==> src/rtl/bcd_mod_counter_if.sv <==
// Control and data bundle for one bcd_mod_counter field (hours, minutes or seconds).
// The master side drives the count/load controls, the slave side is the counter itself.
interface bcd_mod_counter_if;
    logic       EN;
    logic       UP;
    logic       LD;
    logic [3:0] DinH;
    logic [3:0] DinL;
    logic       MODE12;
    logic [3:0] CntH;
    logic [3:0] CntL;
    logic [3:0] DispH;
    logic [3:0] DispL;
    logic       PM;
    logic       CO;
    logic       LdErr;

    modport master (
        output EN, UP, LD, DinH, DinL, MODE12,
        input  CntH, CntL, DispH, DispL, PM, CO, LdErr
    );

    modport slave (
        input  EN, UP, LD, DinH, DinL, MODE12,
        output CntH, CntL, DispH, DispL, PM, CO, LdErr
    );
endinterface

==> src/rtl/bcd_mod_counter.sv <==
// Two-digit BCD modulo counter with up/down count, validated load, carry/borrow pulse
// and a registered display image (optional 12-hour form for the hours field).
module bcd_mod_counter #(
    parameter int MODULUS = 24
) (
    input  logic               CP,
    input  logic               CR,
    bcd_mod_counter_if.slave   bus
);

    if (MODULUS < 2 || MODULUS > 100) begin : g_bad_modulus
        $error("bcd_mod_counter: MODULUS must be in 2..100");
    end

    localparam logic [7:0] MOD_V  = 8'(MODULUS);
    localparam logic [7:0] MOD_M1 = 8'(MODULUS - 1);
    localparam logic [3:0] MAX_H  = 4'((MODULUS - 1) / 10);
    localparam logic [3:0] MAX_L  = 4'((MODULUS - 1) % 10);
    localparam bit         IS_HOUR = (MODULUS == 24);

    logic [3:0] r_cnt_h;
    logic [3:0] r_cnt_l;
    logic [3:0] r_disp_h;
    logic [3:0] r_disp_l;
    logic       r_pm;
    logic       r_co;
    logic       r_ld_err;

    logic [7:0] w_v;
    logic [7:0] w_din_v;
    logic       w_cnt_ok;
    logic       w_din_ok;

    logic [3:0] w_cnt_h_next;
    logic [3:0] w_cnt_l_next;
    logic       w_co_next;
    logic       w_ld_err_next;

    logic       w_hour12;
    logic [7:0] w_h12;
    logic [3:0] w_disp_h_next;
    logic [3:0] w_disp_l_next;
    logic       w_pm_next;

    // Binary value is used only for range checks and the display image, never to step the count.
    assign w_v      = 8'd10 * {4'd0, r_cnt_h} + {4'd0, r_cnt_l};
    assign w_din_v  = 8'd10 * {4'd0, bus.DinH} + {4'd0, bus.DinL};
    assign w_cnt_ok = (r_cnt_h <= 4'd9) && (r_cnt_l <= 4'd9) && (w_v < MOD_V);
    assign w_din_ok = (bus.DinH <= 4'd9) && (bus.DinL <= 4'd9) && (w_din_v < MOD_V);

    always_comb begin
        w_cnt_h_next  = r_cnt_h;
        w_cnt_l_next  = r_cnt_l;
        w_co_next     = 1'b0;
        w_ld_err_next = r_ld_err;
        if (bus.LD) begin
            if (w_din_ok) begin
                w_cnt_h_next  = bus.DinH;
                w_cnt_l_next  = bus.DinL;
                w_ld_err_next = 1'b0;
            end else begin
                w_ld_err_next = 1'b1;
            end
        end else if (bus.EN) begin
            if (!w_cnt_ok) begin
                // Corrupted state recovers to zero without signalling a wrap.
                w_cnt_h_next = 4'd0;
                w_cnt_l_next = 4'd0;
            end else if (bus.UP) begin
                if (w_v == MOD_M1) begin
                    w_cnt_h_next = 4'd0;
                    w_cnt_l_next = 4'd0;
                    w_co_next    = 1'b1;
                end else if (r_cnt_l == 4'd9) begin
                    w_cnt_h_next = r_cnt_h + 4'd1;
                    w_cnt_l_next = 4'd0;
                end else begin
                    w_cnt_l_next = r_cnt_l + 4'd1;
                end
            end else begin
                if (w_v == 8'd0) begin
                    w_cnt_h_next = MAX_H;
                    w_cnt_l_next = MAX_L;
                    w_co_next    = 1'b1;
                end else if (r_cnt_l == 4'd0) begin
                    w_cnt_h_next = r_cnt_h - 4'd1;
                    w_cnt_l_next = 4'd9;
                end else begin
                    w_cnt_l_next = r_cnt_l - 4'd1;
                end
            end
        end
    end

    assign w_hour12 = IS_HOUR && bus.MODE12;

    always_comb begin
        w_h12         = w_v;
        w_disp_h_next = r_cnt_h;
        w_disp_l_next = r_cnt_l;
        w_pm_next     = 1'b0;
        if (w_hour12) begin
            if (w_v == 8'd0) begin
                w_h12 = 8'd12;
            end else if (w_v > 8'd12) begin
                w_h12 = w_v - 8'd12;
            end
            w_pm_next = (w_v >= 8'd12);
            // Image is 1..12, so the tens digit is 0 or 1.
            if (w_h12 >= 8'd10) begin
                w_disp_h_next = 4'd1;
                w_disp_l_next = 4'(w_h12 - 8'd10);
            end else begin
                w_disp_h_next = 4'd0;
                w_disp_l_next = 4'(w_h12);
            end
        end
    end

    always_ff @(posedge CP) begin
        if (CR) begin
            r_cnt_h  <= 4'd0;
            r_cnt_l  <= 4'd0;
            r_disp_h <= 4'd0;
            r_disp_l <= 4'd0;
            r_pm     <= 1'b0;
            r_co     <= 1'b0;
            r_ld_err <= 1'b0;
        end else begin
            r_cnt_h  <= w_cnt_h_next;
            r_cnt_l  <= w_cnt_l_next;
            r_co     <= w_co_next;
            r_ld_err <= w_ld_err_next;
            r_disp_h <= w_disp_h_next;
            r_disp_l <= w_disp_l_next;
            r_pm     <= w_pm_next;
        end
    end

    assign bus.CntH  = r_cnt_h;
    assign bus.CntL  = r_cnt_l;
    assign bus.DispH = r_disp_h;
    assign bus.DispL = r_disp_l;
    assign bus.PM    = r_pm;
    assign bus.CO    = r_co;
    assign bus.LdErr = r_ld_err;

endmodule

==> src/flat_wrapper.sv <==
// flat-port wrapper written by rule: the top's interface ports become plain ports
module bcd_mod_counter_flat 
#(
    parameter int MODULUS = 24
)
  (CP, CR, bus_EN, bus_UP, bus_LD, bus_DinH, bus_DinL, bus_MODE12, bus_CntH, bus_CntL, bus_DispH, bus_DispL, bus_PM, bus_CO, bus_LdErr);
  bcd_mod_counter_if bus_i ();
  input  logic CP;
  input  logic CR;
  input wire logic [$bits(bus_i.EN)-1:0] bus_EN;
  input wire logic [$bits(bus_i.UP)-1:0] bus_UP;
  input wire logic [$bits(bus_i.LD)-1:0] bus_LD;
  input wire logic [$bits(bus_i.DinH)-1:0] bus_DinH;
  input wire logic [$bits(bus_i.DinL)-1:0] bus_DinL;
  input wire logic [$bits(bus_i.MODE12)-1:0] bus_MODE12;
  output wire logic [$bits(bus_i.CntH)-1:0] bus_CntH;
  output wire logic [$bits(bus_i.CntL)-1:0] bus_CntL;
  output wire logic [$bits(bus_i.DispH)-1:0] bus_DispH;
  output wire logic [$bits(bus_i.DispL)-1:0] bus_DispL;
  output wire logic [$bits(bus_i.PM)-1:0] bus_PM;
  output wire logic [$bits(bus_i.CO)-1:0] bus_CO;
  output wire logic [$bits(bus_i.LdErr)-1:0] bus_LdErr;
  assign bus_i.EN = bus_EN;
  assign bus_i.UP = bus_UP;
  assign bus_i.LD = bus_LD;
  assign bus_i.DinH = bus_DinH;
  assign bus_i.DinL = bus_DinL;
  assign bus_i.MODE12 = bus_MODE12;
  assign bus_CntH = bus_i.CntH;
  assign bus_CntL = bus_i.CntL;
  assign bus_DispH = bus_i.DispH;
  assign bus_DispL = bus_i.DispL;
  assign bus_PM = bus_i.PM;
  assign bus_CO = bus_i.CO;
  assign bus_LdErr = bus_i.LdErr;
  bcd_mod_counter #(.MODULUS(MODULUS)) u_core (.CP(CP), .CR(CR), .bus(bus_i));
endmodule
==> config.mk <==
export PLATFORM = sky130hd
export DESIGN_NAME = bcd_mod_counter_flat
export DESIGN_NICKNAME = d
export VERILOG_FILES = /design/src/rtl/bcd_mod_counter_if.sv /design/src/rtl/bcd_mod_counter.sv /design/src/flat_wrapper.sv
export SDC_FILE = /design/constraint.sdc
export NUM_CORES = 1
export LEC_CHECK = 0
export CAP_MARGIN = 20
export CORE_UTILIZATION = 56
export CTS_BUF_LIST = sky130_fd_sc_hd__clkbuf_4 sky130_fd_sc_hd__clkbuf_8 sky130_fd_sc_hd__clkbuf_16
export CTS_CLUSTER_SIZE = 28
export DETAILED_ROUTE_END_ITERATION = 12
export PLACE_DENSITY = 0.95
export SETUP_SLACK_MARGIN = 0.3
export SKIP_LAST_GASP = 1
export SLEW_MARGIN = 20
export SYNTH_ARGS = -nofsm -noshare
export SYNTH_HDL_FRONTEND = slang
export SYNTH_SLANG_ARGS = --single-unit
export TNS_END_PERCENT = 20
==> constraint.sdc <==
create_clock -name CP -period 8 [get_ports CP]
set_input_delay 1.6 -clock CP [delete_from_list [all_inputs] [get_ports CP]]
set_output_delay 1.6 -clock CP [all_outputs]
set_load 0.02 [all_outputs]
# ---- Word level (Yosys, flattened, before mapping)
# Index checks and enable logic that the tools add are counted.
# W data, S select, Z words.
dict set report op_classes {
  addsub 8
  mul 2
  magnitude_cmp 9
  n_eq_ne 5
  mux 29
  n_bitwise 3
  reduce_logical 11
}
# operator n
set ops {}
lappend ops {{$mux W4} 21}
lappend ops {{$mux W8} 3}
lappend ops {{$add A8 B4 Y8} 2}
lappend ops {{$ge A8 B4 Y1 const B} 2}
lappend ops {{$le A4 B4 Y1 const B} 4}
lappend ops {{$lt A8 B5 Y1 const B} 2}
lappend ops {{$mul A3 B4 Y7 const A} 2}
lappend ops {{$ne A5 B5 Y1 const B} 2}
lappend ops {{$add A4 B1 Y4 const B} 2}
lappend ops {{$eq A8 B5 Y1 const B} 1}
lappend ops {{$gt A8 B4 Y1 const B} 1}
lappend ops {{$logic_not A8 Y1} 1}
lappend ops {{$sub A4 B1 Y4 const B} 2}
lappend ops {{$sub A8 B4 Y8 const B} 1}
lappend ops {{$mux W1} 5}
lappend ops {{$eq A4 B4 Y1 const B} 1}
lappend ops {{$logic_and A1 B1 Y1} 4}
lappend ops {{$logic_not A4 Y1} 1}
lappend ops {{$reduce_and A4 Y1} 1}
lappend ops {{$reduce_or A4 Y1} 1}
lappend ops {{$sub A4 B4 Y4 const B} 1}
lappend ops {{$not A1 Y1} 3}
lappend ops {{$ne A2 B1 Y1 const B} 1}
lappend ops {{$reduce_and A2 Y1} 1}
lappend ops {{other kinds (2)} 2}
dict set report word_totals {
  reg_bits 19
  out_inout_bits 19
}

# ---- Depth between registers and ports, before layout
dict set report depth {
  word_depth 9
  depth_mapped 14
  ltp_nobuf 14
}

# ---- Least setup slack after synthesis
# Ideal clock, no wire load.
dict set report synth_path {
  path_type {in2reg}
  startpoint {in bus_DinH[1]}
  endpoint {reg u_core.r_cnt_h[2] (netlist: u_core.bus.CntH[2])}
  setup_ns 0.071
  arrival_ns 4.150
  setup_slack_ns 3.779
  cell_stages 11
  cell_sequence {ha_1 ha_1 fa_1 or2_2 a221oi_1 o2111a_1 nand2b_1 clkbuf_1 o21a_1 o2111ai_1 a21oi_1}
}
dict set report synth_via {
  elab_chain_cells 6
  word_cells_on_any_way 8
  cone_classes {add/sub (1); mul (1); order compare (2); eq/ne (1); reduce/logical (3)}
}
# element line_no
set synth_lines {}
lappend synth_lines {{start: declaration} flat_wrapper.sv:13} ;# input wire logic [$bits(bus_i.DinH)-1:0] bus_DinH;
lappend synth_lines {{$mul A3 B4 Y7} bcd_mod_counter.sv:47} ;# assign w_din_v = 8'd10 * {4'd0, bus.DinH} + {4'd0, bus.DinL};
lappend synth_lines {{$add A8 B4 Y8} bcd_mod_counter.sv:47}
lappend synth_lines {{$lt A8 B5 Y1} bcd_mod_counter.sv:49} ;# assign w_din_ok = (bus.DinH <= 4'd9) && (bus.DinL <= 4'd9) && (w_din_v < MOD_V);
lappend synth_lines {{$logic_and A1 B1 Y1 *} bcd_mod_counter.sv:49}
lappend synth_lines {{$ne A2 B1 Y1 (no line) *} -}
lappend synth_lines {{$reduce_and A4 Y1 (no line) *} -}
lappend synth_lines {{end signal: assignment} bcd_mod_counter.sv:130} ;# r_cnt_h <= w_cnt_h_next;
lappend synth_lines {{end: declaration} bcd_mod_counter.sv:21} ;# logic [3:0] r_cnt_h;
# Mark *: on every way between the ends. The rest lies on a longest branch, timed or not.
# A chain may end at the register's enable or synchronous reset.

# ---- Worst setup path after layout
dict set report layout_path {
  startpoint {in bus_DinH[3]}
  endpoint {reg u_core.r_cnt_h[2] (netlist: u_core.bus.CntH[2])}
}
# The elaborated chain is that of the path after synthesis.

==> flow_metrics.py <==
metrics = {
    "status": {
        "status": "finished clean",
    },
    "timing": {
        "finalSetupTns_ns": 0,
        "postLayoutSetupSlackWorst_ns": 3.261,
        "clock_tree_skew_after_final_layout_ns": 0.004045,
        "finalSetupViolCount": 0,
        "timing_max_transition_violations_final": 0,
        "worstMarginPinSlew_ns": 0.7178,
        "rsz0062_at_grt": "no",
        "worst_hold_slack_ns": 0.5111,
        "timing.fmax_mhz": 211.0,
        "post-route-min-period_ns": 4.739,
        "min_period_over_period_pct": 59.24,
        "hold_violations": 0,
        "slew_headroom_pct": 52.15,
    },
    "power": {
        "power.static_leakage_nw": 0.9354,
        "irDropWorstVdd_v": 0.00008980,
        "total_power_mw": 0.4513,
        "pwr_density_cell_nw_per_um2": 187.1,
    },
    "min_path": {
        "hold_path_class": "flip-flop to flip-flop",
    },
    "yosys": {
        "synthTopCellsByArea": "dfxtp_1 (18%), ha_1 (12%), nand2_1 (5.5%)",
        "synth.avg_cell_area_um2": 7.713,
        "synth_edf_count": 0,
        "synth_nets": 304,
        "ys_async_sr_fraction_pct": 0,
        "synth.cell_area_um2": 2059,
        "synth_top_area_share_pct": 18.47,
        "synth_warnings": 0,
        "syn_inst": 267,
        "postSynthRegisterBits": 19,
        "sequential_area_share_after_synthesis_pct": 18.47,
        "netlist.top_cell.by_area": "dfxtp_1",
        "most_instantiated_flip_flop_cell_in_the_synthesis_netlist": "dfxtp_1",
        "number_of_distinct_standard_cells_referenced_by_the_synthesized_netlist": 63,
    },
    "placed_design": {
        "port_buffers": 32,
        "numPlacedInstances": 331,
        "gpl.final_weighted_congestion": 0.9592,
        "dpl.hpwl_um": 4260,
        "placement.setup.worst_slack_ns": 3.034,
        "post_dp_cell_area_um2": 2366,
    },
    "setup_path": {
        "cp-start-kind": "input pin",
        "timing.rr.end": "u_core.bus.CntH[3]",
        "criticalPathCategory": "input pin to flip-flop",
        "worstPathRequired_ns": 8.19,
        "worstSetupEndpoint": "u_core.bus.CntH[2]",
        "crit_fanout": 10,
        "critical_path.reg2reg.startpoint": "u_core.bus.CntH[3]",
        "worstPathArrival_ns": 4.93,
        "critPathCaptureType": "flip-flop",
        "r2r_slack_ns": 3.84,
        "r2r_cells": 12,
        "worstSetupStartpoint": "bus_DinH[3]",
    },
    "clock_tree": {
        "cts-buffers-inserted": 3,
        "clock_transition_at_the_register_clock_pins_on_the_worst_setup_and_hold_paths_after_cts_ns": 0.07,
        "count_of_h_tree_levels_built_during_cts": 1,
        "cts_resized": 0,
        "clkLatencyLatePin_ns": 0.26,
        "cts_tree": "yes",
        "clock_sink_count": 19,
        "clk_path_buf_depth": 2,
        "clk_root_buffer_cell": "clkbuf_8",
        "post_cts_hold_buffer_count": 0,
        "cts_post_setup_buffers_inserted": 0,
    },
    "finish": {
        "layout.core_utilization_pct": 70.08,
        "post_route_cells_drive_above_1_share_pct": 6.228,
        "fill_cells": 284,
        "layout.cell_area.non_filler_um2": 2412,
        "finalNonFillerCells": 335,
        "antennaDiodeCount": 0,
        "syn2layout_area_growth_pct": 17.13,
        "nNetsFinal": 327,
    },
    "floorplan": {
        "initial_cell_density_of_the_core_pct": 59.83,
        "die_h_um": 62.65,
        "design.die.area_um2": 3924,
        "core_region_area_um2": 3442,
        "ios": 33,
        "rows": 21,
        "die_width_um": 62.65,
    },
    "route": {
        "detailedRoute.firstPassIterationCount": 5,
        "wire_per_inst_um": 16.66,
        "route.final.wire_length_um": 5580,
        "post-route-drc-count": 0,
        "via_count_of_the_routed_design": 2230,
        "drt_antenna_net_count": 0,
        "detailedRoute.firstIterationViolations": 178,
        "detail_route.vias_per_cell": 6.657,
    },
    "global_route": {
        "maximum_number_of_pins_on_one_net_before_global_route_repair": 20,
        "grtUsageMet1_pct": 37.44,
        "global_route_hottest_layer": "met2",
        "grt_first_pass_wirelength_um": 9735,
        "globalRouteMet3Util_pct": 5.109,
        "antenna_found_initial": 0,
        "via_count_of_the_first_global_routing_pass": 2134,
        "track_usage_pct": 30.48,
        "grt_remaining_overflow": 0,
        "gr-usage-met2_pct": 54.48,
    },
    "run": {
        "maxCapViolations": 0,
    },
}
-- sequential cells by signal (all words and copies together), names as in the netlist --
name and flops:
u_core.bus.CntH 4, u_core.bus.DispL 4, u_core.bus.DispH 4, u_core.bus.PM 1
u_core.bus.CntL 4, u_core.bus.CO 1, u_core.bus.LdErr 1
-- where the power goes --
group	switching, mW	leakage, nW	internal (mW)
Sequential	0.0144	0.156	0.107
Clock	0.0335	0.0255	0.0347
Combinational	0.155	0.754	0.107
-- logic make-up (layout without fill, tap and decap cells) --
logic type                 Yosys count  after routing  share of synthesized area, %
AOI/OAI and AO/OA                   87             87                         31.11
xor gates and xnor gates             2              2                        0.8507
adders and majority gates           23             23                         15.07
buffers and inverters               31             53                         6.561
DFF                                 19             19                         18.47
muxes                                4              4                         2.005
and+or+nand+nor                    101            101                         25.94
-- synth_stat cells (2+ instances only) --
| library cell | instances |
|---|---|
| a221oi_1 | 2 |
| a22oi_1 | 2 |
| or4_1 | 2 |
| o211ai_1 | 5 |
| a31oi_1 | 4 |
| inv_1 | 17 |
| nor2b_1 | 5 |
| nor3_1 | 6 |
| a32oi_1 | 4 |
| a21oi_1 | 20 |
| o221ai_1 | 2 |
| a211o_1 | 2 |
| fa_1 | 3 |
| o31ai_1 | 2 |
| and3_1 | 3 |
| nand4b_1 | 2 |
| nand3b_1 | 2 |
| a211oi_1 | 5 |
| clkbuf_1 | 11 |
| nor2_1 | 17 |
| o21a_1 | 4 |
| a21o_1 | 4 |
| nand2b_1 | 4 |
| nand2_1 | 30 |
| o21ai_0 | 10 |
| dfxtp_1 | 19 |
| or2_1 | 2 |
| or3_1 | 2 |
| o22ai_1 | 5 |
| ha_1 | 20 |
| or2_2 | 2 |
| buf_6 | 2 |
| nand4_1 | 3 |
| nand3_1 | 12 |
| mux2i_1 | 3 |
| xnor2_1 | 2 |
-- metal layers --
metal,vias up,share of wire (%)
li1,1045,-
met5,-,0
met2,140,50
met1,1022,40
met4,0,2.2
met3,23,7.9
-- worst max-delay path: stages --
cell	delay, ns
clkdlybuf4s50_1	0.56
ha_1	0.27
ha_1	0.23
fa_1	0.41
or2_2	0.32
a221oi_1	0.29
o2111a_1	0.25
nand2b_1	0.31
o21a_1	0.32
o2111ai_1	0.18
a21oi_1	0.19
-- worst min-delay path by stage --
stage	startpoint	end	slack, ns	depth (start not counted)
CTS	u_core.bus.LdErr	u_core.bus.LdErr	0.51	2
floorplan	u_core.bus.LdErr	u_core.bus.LdErr	0.56	2
global route	u_core.bus.LdErr	u_core.bus.LdErr	0.54	2
finish	u_core.bus.LdErr	u_core.bus.LdErr	0.51	2
global placement	u_core.bus.LdErr	u_core.bus.LdErr	0.50	2
detailed placement	u_core.bus.LdErr	u_core.bus.LdErr	0.50	2
-- area by class of cell --
cell class                 instances  area [um^2]  area share [%]
sequential                        19        380.4           15.77
timing repair buffer              32        320.3           13.28
clock inverter                     1        5.005          0.2075
clock buffer                       3        41.29           1.712
tap                               46        57.56           2.386
multi-input combinational        217         1544           64.00
inverter                          17        63.81           2.645
-- cell usage in the layout (no fill, tap or decap), types with 3 or more instances in the layout --
| cell type | count |
|---|---|
| inv_1 | 17 |
| a32oi_1 | 4 |
| nor2b_1 | 5 |
| o21a_1 | 4 |
| fa_1 | 3 |
| clkbuf_8 | 3 |
| nand3_1 | 12 |
| a31oi_1 | 4 |
| nor3_1 | 6 |
| o211ai_1 | 5 |
| and3_1 | 3 |
| nand4_1 | 3 |
| nand2_1 | 30 |
| a211oi_1 | 5 |
| nand2b_1 | 4 |
| a21o_1 | 4 |
| dfxtp_1 | 19 |
| mux2i_1 | 3 |
| o22ai_1 | 5 |
| nor2_1 | 17 |
| o21ai_0 | 10 |
| clkdlybuf4s50_1 | 32 |
| ha_1 | 20 |
| a21oi_1 | 20 |
Power figures use the tool's default switching activity.
